<file path="config.mk">
export PLATFORM = sky130hd
export DESIGN_NAME = hls_handshake_perf_monitor
export DESIGN_NICKNAME = d
export VERILOG_FILES = /design/src/rtl/hls_handshake_perf_monitor.sv
export SDC_FILE = /design/constraint.sdc
export NUM_CORES = 2
export LEC_CHECK = 0
export ABC_CLOCK_PERIOD_IN_PS = 27400
export CORE_MARGIN = 2
export CORE_UTILIZATION = 46
export DETAILED_ROUTE_END_ITERATION = 8
export DONT_BUFFER_PORTS = 1
export SYNTH_ARGS = -nofsm -noshare
export SYNTH_HDL_FRONTEND = slang
export SYNTH_SLANG_ARGS = --single-unit
</file>
<file path="constraint.sdc">
create_clock -name clock -period 27.4 [get_ports clock]
set_input_delay 2.74 -clock clock [delete_from_list [all_inputs] [get_ports clock]]
set_output_delay 2.74 -clock clock [all_outputs]
set_load 0.01 [all_outputs]
</file>
<file path="src/rtl/hls_handshake_perf_monitor.sv">
// rtl/hls_handshake_perf_monitor.sv - per-channel HLS ap_* handshake performance counters
// Each channel runs an IDLE/BUSY/WAIT_CONT tracker; counters are read back through a registered mux.
module hls_handshake_perf_monitor #(
  parameter  int NUM_CH = 4,
  parameter  int CNT_W  = 32,
  parameter  int LAT_W  = 24,
  localparam int CH_W   = (NUM_CH > 1) ? $clog2(NUM_CH) : 1
) (
  input  logic              clock,
  input  logic              reset,
  input  logic              enable,
  input  logic              clear,
  input  logic              finish,
  input  logic [NUM_CH-1:0] ap_start,
  input  logic [NUM_CH-1:0] ap_ready,
  input  logic [NUM_CH-1:0] ap_done,
  input  logic [NUM_CH-1:0] ap_continue,
  input  logic              rd_req,
  input  logic [CH_W-1:0]   rd_ch,
  input  logic [2:0]        rd_sel,
  output logic              rd_valid,
  output logic [CNT_W-1:0]  rd_data,
  output logic              frozen
);

  typedef enum logic [1:0] {IDLE = 2'd0, BUSY = 2'd1, WAIT_CONT = 2'd2} state_t;

  state_t           state    [NUM_CH];
  state_t           state_n  [NUM_CH];
  logic [LAT_W-1:0] lat      [NUM_CH];
  logic [LAT_W-1:0] lat_n    [NUM_CH];
  logic [LAT_W-1:0] lat_inc  [NUM_CH];
  logic [LAT_W-1:0] lat_last [NUM_CH];
  logic [LAT_W-1:0] lat_last_n [NUM_CH];
  logic [LAT_W-1:0] lat_min  [NUM_CH];
  logic [LAT_W-1:0] lat_min_n [NUM_CH];
  logic [LAT_W-1:0] lat_max  [NUM_CH];
  logic [LAT_W-1:0] lat_max_n [NUM_CH];
  logic [LAT_W-1:0] rec_val  [NUM_CH];
  logic             rec      [NUM_CH];
  logic [CNT_W-1:0] txn      [NUM_CH];
  logic [CNT_W-1:0] txn_n    [NUM_CH];
  logic [CNT_W-1:0] busy     [NUM_CH];
  logic [CNT_W-1:0] busy_n   [NUM_CH];
  logic [CNT_W-1:0] stall    [NUM_CH];
  logic [CNT_W-1:0] stall_n  [NUM_CH];
  logic [CNT_W-1:0] ovl      [NUM_CH];
  logic [CNT_W-1:0] ovl_n    [NUM_CH];
  logic [CNT_W-1:0] rd_mux;
  logic             active;

  function automatic logic [CNT_W-1:0] inc_c(input logic [CNT_W-1:0] v);
    return (&v) ? v : v + CNT_W'(1);
  endfunction

  function automatic logic [LAT_W-1:0] inc_l(input logic [LAT_W-1:0] v);
    return (&v) ? v : v + LAT_W'(1);
  endfunction

  assign active = enable & ~frozen;

  always_comb begin
    for (int c = 0; c < NUM_CH; c++) begin
      state_n[c]    = state[c];
      lat_n[c]      = lat[c];
      lat_inc[c]    = inc_l(lat[c]);
      lat_last_n[c] = lat_last[c];
      lat_min_n[c]  = lat_min[c];
      lat_max_n[c]  = lat_max[c];
      txn_n[c]      = txn[c];
      busy_n[c]     = busy[c];
      stall_n[c]    = stall[c];
      ovl_n[c]      = ovl[c];
      rec[c]        = 1'b0;
      rec_val[c]    = '0;
      if (active) begin
        case (state[c])
          IDLE: begin
            if (ap_start[c]) begin
              busy_n[c] = inc_c(busy[c]);
              lat_n[c]  = LAT_W'(1);
              if (ap_done[c] && ap_continue[c]) begin
                rec[c]     = 1'b1;
                rec_val[c] = LAT_W'(1);
                txn_n[c]   = inc_c(txn[c]);
              end else if (ap_done[c]) begin
                stall_n[c] = inc_c(stall[c]);
                state_n[c] = WAIT_CONT;
              end else begin
                state_n[c] = BUSY;
              end
            end
          end
          BUSY: begin
            busy_n[c] = inc_c(busy[c]);
            lat_n[c]  = lat_inc[c];
            if (ap_done[c] && ap_continue[c]) begin
              rec[c]     = 1'b1;
              rec_val[c] = lat_inc[c];
              txn_n[c]   = inc_c(txn[c]);
              // back-to-back start restarts latency for the next transaction
              if (ap_start[c]) lat_n[c] = LAT_W'(1);
              else             state_n[c] = IDLE;
            end else if (ap_done[c]) begin
              stall_n[c] = inc_c(stall[c]);
              state_n[c] = WAIT_CONT;
            end else if (ap_start[c] && ap_ready[c]) begin
              ovl_n[c] = inc_c(ovl[c]);
            end
          end
          WAIT_CONT: begin
            busy_n[c] = inc_c(busy[c]);
            lat_n[c]  = lat_inc[c];
            if (ap_continue[c]) begin
              rec[c]     = 1'b1;
              rec_val[c] = lat_inc[c];
              txn_n[c]   = inc_c(txn[c]);
              state_n[c] = IDLE;
            end else begin
              stall_n[c] = inc_c(stall[c]);
            end
          end
          default: state_n[c] = IDLE;
        endcase
      end
      if (rec[c]) begin
        lat_last_n[c] = rec_val[c];
        if (rec_val[c] < lat_min[c]) lat_min_n[c] = rec_val[c];
        if (rec_val[c] > lat_max[c]) lat_max_n[c] = rec_val[c];
      end
    end
  end

  always_comb begin
    rd_mux = '0;
    if (32'(rd_ch) < NUM_CH) begin
      case (rd_sel)
        3'd0: rd_mux = txn[rd_ch];
        3'd1: rd_mux = busy[rd_ch];
        3'd2: rd_mux = stall[rd_ch];
        3'd3: rd_mux = CNT_W'(lat_last[rd_ch]);
        3'd4: rd_mux = CNT_W'(lat_min[rd_ch]);
        3'd5: rd_mux = CNT_W'(lat_max[rd_ch]);
        3'd6: rd_mux = ovl[rd_ch];
        default: rd_mux = CNT_W'({frozen, (txn[rd_ch] != '0), 2'(state[rd_ch])});
      endcase
    end
  end

  always_ff @(posedge clock or posedge reset) begin
    if (reset) begin
      rd_valid <= 1'b0;
      rd_data  <= '0;
      frozen   <= 1'b0;
      for (int c = 0; c < NUM_CH; c++) begin
        state[c]    <= IDLE;
        lat[c]      <= '0;
        lat_last[c] <= '0;
        lat_min[c]  <= '1;
        lat_max[c]  <= '0;
        txn[c]      <= '0;
        busy[c]     <= '0;
        stall[c]    <= '0;
        ovl[c]      <= '0;
      end
    end else begin
      rd_valid <= rd_req;
      if (rd_req) rd_data <= rd_mux;
      if (clear) begin
        frozen <= 1'b0;
        for (int c = 0; c < NUM_CH; c++) begin
          state[c]    <= IDLE;
          lat[c]      <= '0;
          lat_last[c] <= '0;
          lat_min[c]  <= '1;
          lat_max[c]  <= '0;
          txn[c]      <= '0;
          busy[c]     <= '0;
          stall[c]    <= '0;
          ovl[c]      <= '0;
        end
      end else begin
        frozen <= frozen | finish;
        for (int c = 0; c < NUM_CH; c++) begin
          state[c]    <= state_n[c];
          lat[c]      <= lat_n[c];
          lat_last[c] <= lat_last_n[c];
          lat_min[c]  <= lat_min_n[c];
          lat_max[c]  <= lat_max_n[c];
          txn[c]      <= txn_n[c];
          busy[c]     <= busy_n[c];
          stall[c]    <= stall_n[c];
          ovl[c]      <= ovl_n[c];
        end
      end
    end
  end

endmodule

</file>
==> impl_metrics.toml <==
[status]
status = "complete, but fails checks"
failed_checks = "slew limit"

[yosys]
netlist_area_mm2 = 0.0565
ys_ff_latch = 938
synth_edf_count = 0
syn_area_per_cell_um2 = 9.55
synthArstFlopShare = 1.00
yosysWarningCount = 0
synth_ff_type = "dfrtp_1"
ys_types = 87
syn_inst = 5920
seq_area_frac_synth = 0.417
synth_nets = 6155

[clocking]
cts_buffers = 108
cts_resized = 0
cts_tree = "done"
postCtsSetupBuffers = 0
clk_pin_slew_ns = 0.06
clk_latency_ns = 0.72
cts_sinks = 938
max-clock-path-buffers = 3
root_buffer = "clkbuf_16"
cts_hold_buf = 0
htree_levels = 3

[power]
leakagePower_uw = 0.0260
ir_drop_mv = 0.0528
powerDensity_mw_per_mm2 = 51.7

[drt]
vias = 46200
wirelength_mm = 187
drc_errors = 0
vias_per_cell = 6.16
dr.pass1.iters = 6
ant_nets = 0
drt-initial-drc-count = 5544
wl_per_cell_um = 24.9

[worst_setup_path]
endpoint_kind = "flip-flop"
crit_required_ns = 28.04
start_kind = "primary input"
r2r_slack_ns = 20.74
crit_fanout = 31
cp_data_arrival_time_ns = 7.57
critPathKind = "primary input to flip-flop"

[final_layout]
area_delta_synth_final_pct = 8.91
n_fill_cell = 11200
fin_nets = 6019
drive_above_1_share = 0.109

[global_routing]
grt_max_degree = 700
grt.overflow.total = 0
grt_first_pass_wirelength_mm = 282
grt_pass1_vias = 43200
track_usage = 0.295
antenna_found_initial = 13

[worst_hold_path]
hp-class = "flip-flop to flip-flop"

[sta]
relSlewSlack = -0.669
tns_ns = 0
clock_skew_ns = 0.0290
setup_viol = 0
finalWorstPathRequiredPeriod_ns = 6.93
fin_ws_ns = 20.47
slew_violations = 548
hold_viol = 0
finalCritPeriodShare = 0.253
worst_slew_pin_slew_ns = 2.50
rsz0062_at_grt = "false"
maxClockFrequency_mhz = 144

[run]
maxCapViolCount = 0

[placement]
dp_hpwl_mm = 137
gp_congestion = 0.990
pre_cts_ws_ns = 19.60
port_buffers = 0

[floorplan]
die_w_um = 355
rows = 128
io_pins = 61
start_util = 0.464
fp.dieArea_mm2 = 0.126
core_mm2 = 0.122
die_y_um = 355
[through the flow]
stage,hold WS [ns],cell area (um^2),total power (uW),utilization,instances
2_1_floorplan,0.468,56500,1640,-,5920
3_3_place_gp,0.492,57900,1680,0.475,7299
3_5_place_dp,0.499,57900,1680,0.475,7299
4_1_cts,0.508,61500,3190,0.505,7501
5_1_grt,0.542,61500,3270,0.505,7501
6_report,0.509,61500,3180,0.505,7503
[cells by family (layout without fill, tap and decap cells)]
kind of cell               after synthesis  after routing  share of synthesized area
other                                    0              2                          0
buffers and inverters                  570            526                     0.0392
DFF                                    938            938                      0.417
muxes                                  302            302                      0.103
AOI/OAI and AO/OA                     1037           1037                      0.115
xor gates and xnor gates               509            509                     0.0789
and+or+nand+nor                       2356           2356                      0.201
adders and majority gates              208            208                     0.0460
[worst paths after layout]
path	startpoint	to	cells after the start
setup / recovery	enable	lat_min[72]	14
hold / removal	lat_min[19]	lat_min[19]	2
setup reg to reg	lat[52]	lat_max[53]	18
hold reg to reg	lat_min[19]	lat_min[19]	2
max in group asynchronous	reset	lat_max[80]	5
min in group asynchronous	reset	txn[62]	1
[layout by cell type, fill, tap and decap left out, types with 65 or more instances in the layout]
cell type / instances
or3_1: 96
and4_1: 76
a22o_1: 97
and3_1: 108
dfstp_2: 96
xor2_1: 313
nor3_1: 123
inv_1: 264
nand4_1: 165
xnor2_1: 196
nand3_1: 233
a31oi_1: 65
dfrtp_1: 842
o21ai_0: 278
mux4_2: 220
a21oi_1: 314
clkbuf_16: 109
ha_1: 208
nor2_1: 845
nand2_1: 479
[synth_stat cells (all sizes together), types with 6 or more instances]
cell type | number | share of area
a2111oi | 10 | 0.0015
a211oi | 19 | 0.0025
a21o | 38 | 0.0050
a21oi | 319 | 0.029
a22o | 97 | 0.015
a22oi | 24 | 0.0032
a31oi | 66 | 0.0073
a41oi | 6 | 0.00093
and2 | 39 | 0.0043
and3 | 108 | 0.012
and4 | 76 | 0.012
buf | 67 | 0.0058
clkbuf | 237 | 0.016
dfrtp | 842 | 0.37
dfstp | 96 | 0.045
ha | 208 | 0.046
inv | 265 | 0.018
mux2 | 20 | 0.0040
mux2i | 62 | 0.011
mux4 | 220 | 0.088
nand2 | 479 | 0.032
nand2b | 19 | 0.0021
nand3 | 233 | 0.021
nand4 | 167 | 0.019
nor2 | 848 | 0.056
nor2b | 36 | 0.0040
nor3 | 129 | 0.012
nor3b | 19 | 0.0025
nor4 | 39 | 0.0048
nor4b | 11 | 0.0018
o211ai | 52 | 0.0069
o21a | 11 | 0.0015
o21ai | 280 | 0.025
o22ai | 10 | 0.0011
o311ai | 14 | 0.0022
o31ai | 42 | 0.0057
or2 | 24 | 0.0027
or3 | 96 | 0.011
or4 | 13 | 0.0018
or4b | 6 | 0.0011
xnor2 | 196 | 0.030
xor2 | 313 | 0.049
[routing by layer]
| layer | vias to the layer above | part of all wire | track usage |
|---|---|---|---|
| met2 | 1663 | 0.43 | 0.430 |
| met5 | - | 0.00039 | 0 |
| li1 | 20900 | - | - |
| met3 | 292 | 0.092 | 0.0713 |
| met1 | 23300 | 0.44 | 0.428 |
| met4 | 12 | 0.039 | 0.101 |
[critical path, stage by stage]
cell       delay, ns
nand2b_1        0.42
or4_1           0.64
buf_4           0.25
nor2_1          0.39
ha_1            0.33
nor2b_1         0.13
o21ai_0         0.17
nand2b_1        0.13
a2111oi_0       0.43
a2111oi_0       0.16
nor3_2          1.01
buf_4           0.46
nor3_1          0.07
a31oi_1         0.19
[final cells by class]
cell class | count | area (um^2) | area share
repair buffers | 58 | 460 | 0.00748
well taps | 1625 | 2030 | 0.0330
multi-input cells | 4412 | 30800 | 0.500
clock buffers | 149 | 3070 | 0.0498
flip-flops and latches | 938 | 23600 | 0.383
diodes | 2 | 5.00 | 0.0000813
inverters | 266 | 1000 | 0.0163
clock inverters | 53 | 613 | 0.00996
[where the power goes]
| group | internal (uW) | switching [uW] |
|---|---|---|
| Clock | 879 | 638 |
| Sequential | 1420 | 35.6 |
| Combinational | 72.8 | 140 |
| Total | 2370 | 813 |
[state kept, by name (all words and copies together) (netlist names)]
register and flops:
busy 128, frozen 1, ovl 128, lat_max 96, lat_last 96, stall 128, state 8, rd_data 32
lat_min 96, txn 128, lat 96, rd_valid 1
Power figures use the tool's default switching activity.
